File: src/rtl/rr_mux8to1.sv
// 8-to-1 valid/ready collector with a single registered output slot.
// Round-robin arbitration by default; define RR_MUX_PRIORITY_EN for fixed lowest-index priority.
module rr_mux8to1 #(
  parameter int DW = 8
) (
  input  logic            clk,
  input  logic            rst,
  input  logic [7:0]      in_valid,
  input  logic [8*DW-1:0] in_data,
  output logic [7:0]      in_ready,
  output logic            out_valid,
  output logic [DW-1:0]   out_data,
  output logic [2:0]      out_sel,
  input  logic            out_ready
);

  typedef enum logic {EMPTY = 1'b0, FULL = 1'b1} state_e;

  state_e              state_q;
  logic [DW-1:0]       out_data_q;
  logic [2:0]          out_sel_q;
  logic [7:0][DW-1:0]  ch_data;
  logic                load_ok;
  logic                gnt_vld;
  logic [2:0]          gnt_idx;
  logic                grant;

  assign ch_data = in_data;

`ifdef RR_MUX_PRIORITY_EN
  // Descending scan so the lowest requesting index is the last assignment.
  always_comb begin
    gnt_vld = 1'b0;
    gnt_idx = 3'd0;
    for (int i = 7; i >= 0; i--) begin
      if (in_valid[i]) begin
        gnt_vld = 1'b1;
        gnt_idx = 3'(i);
      end
    end
  end
`else
  logic [2:0] ptr_q;

  // Scan ptr+1 .. ptr+8 (mod 8); descending offsets let the nearest requester win.
  always_comb begin
    logic [2:0] idx;
    gnt_vld = 1'b0;
    gnt_idx = 3'd0;
    idx     = 3'd0;
    for (int k = 8; k >= 1; k--) begin
      idx = ptr_q + 3'(k);
      if (in_valid[idx]) begin
        gnt_vld = 1'b1;
        gnt_idx = idx;
      end
    end
  end

  always_ff @(posedge clk or posedge rst) begin
    if (rst)        ptr_q <= 3'd7;
    else if (grant) ptr_q <= gnt_idx;
  end
`endif

  assign load_ok  = (state_q == EMPTY) | out_ready;
  assign grant    = load_ok & gnt_vld & ~rst;
  assign in_ready = grant ? (8'd1 << gnt_idx) : 8'd0;

  always_ff @(posedge clk or posedge rst) begin
    if (rst) begin
      state_q    <= EMPTY;
      out_data_q <= '0;
      out_sel_q  <= 3'd0;
    end else begin
      case (state_q)
        EMPTY: begin
          if (grant) begin
            state_q    <= FULL;
            out_data_q <= ch_data[gnt_idx];
            out_sel_q  <= gnt_idx;
          end
        end
        FULL: begin
          // A consume with a simultaneous grant refills the slot without a bubble.
          if (grant) begin
            out_data_q <= ch_data[gnt_idx];
            out_sel_q  <= gnt_idx;
          end else if (out_ready) begin
            state_q    <= EMPTY;
          end
        end
        default: state_q <= EMPTY;
      endcase
    end
  end

  assign out_valid = (state_q == FULL);
  assign out_data  = out_data_q;
  assign out_sel   = out_sel_q;

endmodule

File: config.mk
export PLATFORM = sky130hd
export DESIGN_NAME = rr_mux8to1
export DESIGN_NICKNAME = d
export VERILOG_FILES = /design/src/rtl/rr_mux8to1.sv
export SDC_FILE = /design/constraint.sdc
export NUM_CORES = 1
export LEC_CHECK = 0
export CAP_MARGIN = 20
export CORE_UTILIZATION = 39
export CTS_CLUSTER_DIAMETER = 80
export DETAILED_ROUTE_END_ITERATION = 10
export PLACE_DENSITY = 0.77
export SLEW_MARGIN = 20
export SYNTH_ARGS = -nofsm -noshare
export SYNTH_HDL_FRONTEND = slang
export SYNTH_SLANG_ARGS = --single-unit
File: constraint.sdc
create_clock -name clk -period 5.1 [get_ports clk]
set_input_delay 1.275 -clock clk [delete_from_list [all_inputs] [get_ports clk]]
set_output_delay 1.275 -clock clk [all_outputs]
set_load 0.005 [all_outputs]
* After elaboration in Yosys (flattened, before gate mapping)
Index checks and enable logic that the tools add are counted.
** Cells by class
- Add/subtract/negate cells :: 7
- $lt $le $gt $ge :: 9
- Shift operators :: 1
- Multiplexer cells :: 41
- Bitwise logic cells :: 5
** Operators by type and width (number)
- $lt A3 B4 Y1 const B :: 9
- $mux W3 :: 9
- $bmux W1 S3 :: 8
- $bmux W8 S3 :: 1
- $mux W8 :: 3
- $mux W1 :: 19
- $add A3 B3 Y3 const B :: 4
- $shl A1 B3 Y8 const A :: 1
- $add A3 B2 Y3 const B :: 2
- $add A3 B1 Y3 const B :: 1
- $and A1 B1 Y1 :: 2
- $not A1 Y1 :: 2
- $pmux W1 S2 :: 1
- $or A1 B1 Y1 :: 1
** Word-level totals
- Register bits :: 15
- Bits of input ports :: 75
- Output and inout bits :: 20
- Word-level logic and storage cells :: 67

* Logic depth before layout (Yosys ltp)
- Depth in word-level cells :: 14
- Depth in mapped cells :: 17
- Depth with buffers taken out :: 11

* Worst setup path after synthesis
Ideal clock, no wire load.
- Path type :: register to output
- Start point :: register ptr_q[0]
- End point :: output port in_ready[2]
- Arrival time :: 3850 ps
- Path slack :: -25 ps
- Stages on the path, launching flop included :: 17
- Buffers on the path :: 6
- Cell sequence :: dfstp_2 > buf_6 > clkbuf_1 > inv_1 > ha_1 > buf_6 > mux4_2 > mux2_4 > o32ai_4 > a211oi_2 > o211ai_1 > and2_1 > buf_6 > buf_6 > buf_2 > nand2_1 > nor2_1
** Between the ends
- Word-level cells in the longest chain between the ends :: 13
- Elaborated cells on any way between the ends :: 43
** RTL lines
- from (decl) :: line 43 : logic [2:0] ptr_q;
- from (signal assigned) :: line 62 : else if (grant) ptr_q <= gnt_idx;
- $add A3 B3 Y3 or $bmux W1 S3 (tied branches) :: line 52, 53
- $bmux W1 S3 or $mux W1 (tied branches) :: line 53 : if (in_valid[idx]) begin
- $mux W1 (not written as such) :: line 53
- $mux W1 (7 in series) :: line 53
- $and A1 B1 Y1 (2 in series) :: line 67 : assign grant = load_ok & gnt_vld & ~rst;
- $mux W8 * :: line 68 : assign in_ready = grant ? (8'd1 << gnt_idx) : 8'd0;
- to (decl) :: line 10 : output logic [7:0] in_ready,
Every way passes the cells marked *; elsewhere a longest branch is shown, timed or not. The select of a mux whose other input is x is not followed.

* Worst setup path in the final report
- Start point :: input port in_valid[4]
- End point :: output port in_ready[5]
** Between the ends
- Word-level cells in the longest chain between the ends :: 13
- Elaborated cells on any way between the ends :: 36
** RTL lines
- from (decl) :: line 8 : input logic [7:0] in_valid,
- $bmux W1 S3 :: line 53
- $mux W1 (not written as such) :: line 53
- $mux W1 (8 in series) :: line 53
- $and A1 B1 Y1 (2 in series) :: line 67
- $mux W8 * :: line 68
Marks and branches as above.

==> impl_metrics.ini <==
[logic_synthesis]
ys_seq_elements = 15
ys_warn_count = 0
synthArstFlopShare_pct = 100
netlist.area_leader.share_pct = 13.2
synth_seq_area_share_pct = 16.6
synth_area_leader_cell = dfrtp_1
netlist_instances = 273
synth-edff-count = 0
synth_nets = 350
syn_area_um2 = 2280
synth_cell_types = 58
syn_area_per_cell_um2 = 8.36
synth_area_leaders = dfrtp_1, mux4_2, nor3_1
yosys_most_used_dff = dfrtp_1

[routing]
first_pass_iters = 4
vias = 2843
wl_per_cell_um = 17.0
routed_wl_um = 8170
wl_met1_um = 3360
ant_nets = 0
met3_wirelength_um = 656
post-route-drc-count = 0
avgViaCountPerCell = 5.91
drtIter0Drc = 160
wl_met2_um = 4070
topRoutingLayerUsed = met4

[timing]
maxSlewViolCount = 0
setup_ws_ns = 0.0548
period_share_pct = 98.9
rsz0062_at_grt = true
slew_headroom_pct = 61.5
worst_slew_pin_slew_ns = 0.577
fmax_ghz = 0.198
period_minus_slack_ns = 5.05
hold_viol = 0
fin_worst_skew_ns = 0.00135
setup_viol = 0

[finish]
nFillCells = 467
diodes = 0
area_growth_pct = 63.5
seqCellArea_um2 = 379
drive_above_1_share_pct = 31.5
layout.nets = 487
multiInputGateArea_um2 = 1830

[floorplan]
pin_count = 95
start_util_pct = 40.9
core.rowCount = 27
dieArea_um2 = 6160
die_w_um = 78.5
core_um2 = 5570
die_height_um = 78.5

[grt]
first_global_vias = 2745
antenna_found_initial = 0
grt_pass1_wl_um = 13000
track_usage_pct = 26.6
grt_start_max_net_pins = 23
overflow = 0

[clocking]
clkTransAtPathRegs_ns = 0.06
cts_buffers = 3
cts_max_level = 1
clock_latency_ns = 0.25
tritoncts = built
clockBufferDepth = 2
root_buffer = clkbuf_8
clock-sinks = 15

[setup_path]
crit_required_ns = 3.83
worstPathArrival_ns = 3.77
cp_common_cell = buf_4
path_cells = dlygate4sd2_1, mux4_2, buf_6, mux2_2, o32ai_4, a211oi_2, o211ai_1, and2_4, buf_4, buf_4, nor3_4, buf_2
cp-end-kind = output pin
worstPathMaxFanout = 6
path_buf_inv = 5
path_class = input pin to output pin
crit_slowest_cell = mux4_2
critPathLaunchType = input pin
max_stage_delay_ns = 0.55
critical-path-top-delay-family = multiplexers

[place]
dp_slack_ns = -0.597
hpwl_um = 6250
gp_congestion = 0.897
placement.io_buffers = 94

[min_path]
hp-class = register to register

[run_status]
status = finished, final reports clean

[job]
drv_cap = 0
[worst paths after layout]
kind / end / slack (ns) / depth (start not counted) / start
worst max-delay path: in_ready[5] / 0.05 / 12 / in_valid[4]
worst min-delay path: out_valid / 0.56 / 2 / out_valid
worst max register to register: out_data[5] / 1.08 / 14 / ptr_q[0]
max in group asynchronous: ptr_q[1] / 3.29 / 2 / rst
worst min register to register: out_valid / 0.56 / 2 / out_valid
min in group asynchronous: out_sel[2] / 1.43 / 2 / rst
[area by class of cell]
| class | count | area share [%] |
|---|---|---|
| repair buffers | 152 | 36.0 |
| flip-flops and latches | 15 | 10.2 |
| clock buffers | 4 | 1.21 |
| well taps | 72 | 2.42 |
| multi-input cells | 226 | 49.0 |
| inverters | 12 | 1.21 |
[worst register-to-register path: stages, from the launching register on]
cell and delay (ns):
dfstp_2 0.53, inv_1 0.12, ha_1 0.37, mux4_2 0.62, nor2b_1 0.14, nor2_1 0.05
o311a_1 0.38, o31a_1 0.32, or3_4 0.38, buf_6 0.14, buf_6 0.11, buf_4 0.17
a31o_2 0.22, nor3_1 0.26, a211oi_1 0.08
[Yosys cell counts, drive strengths merged (6+ instances only)]
library cell and n:
inv 12, buf 14, nor2 22, dfrtp 12, mux2 19, nand2b 6
a211oi 10, nor3 24, a21oi 22, a221oi 9, nand2 15, mux2i 11
mux4 8, nand3 8, o21ai 10, clkbuf 6
[cell usage in the layout (no fill, tap or decap), types with 4 or more instances in the layout]
cell type,instances
nor2_1,20
mux2_1,6
dfrtp_1,12
a31o_2,4
inv_1,12
mux2_4,5
mux2i_1,10
o32ai_1,4
dlygate4sd2_1,6
nand2b_1,6
nand2_1,12
mux2_2,8
o21ai_0,6
a21oi_1,19
o21a_1,4
a221oi_1,9
nand3_1,8
a211oi_1,8
buf_6,5
a221o_1,4
clkdlybuf4s50_1,78
mux4_2,8
nor3_1,21
buf_2,7
buf_4,53
[sequential cells by signal, indices dropped and copies added (netlist names)]
register and flops:
out_data 8, ptr_q 3, out_valid 1, out_sel 3
[repair_timing]
action,4_1_cts,5_1_grt
setup buffers,9,1
pin swaps,12,4
gates cloned,0,0
hold buffers,0,0
endpoints found under the setup margin,8,8
resized for setup,53,18
[cell families (layout without fill, tap and decap cells)]
family,Yosys count,count (layout),synth area share (%)
xor+xnor,4,4,1.54
fa+ha+maj,2,2,1.10
compound gates,91,91,30.6
simple gates,91,91,19.9
flops,15,15,16.6
mux,38,38,22.9
buf+inv,32,168,7.35
[through the flow]
stage	hold slack (ns)	setup TNS, ns	util [%]	instance area, um^2	instances
2_1_floorplan	0.512	0	-	2280	273
3_3_place_gp	0.507	-4.33	63.7	3550	467
3_5_place_dp	0.547	-4.39	63.7	3550	467
4_1_cts	0.565	-0.0202	66.7	3720	480
5_1_grt	0.582	-0.0993	66.9	3730	481
6_report	0.565	0	66.9	3730	481
[per-layer routing]
layer  vias up  global-route usage, %
met4         0                   4.63
met1      1359                   33.0
met3        16                   6.05
met5         -                      0
met2       134                   47.3
li1       1334                      -
Power is not shown: default switching activity piles up to over one toggle a cycle in this logic, so the estimate is an artifact.
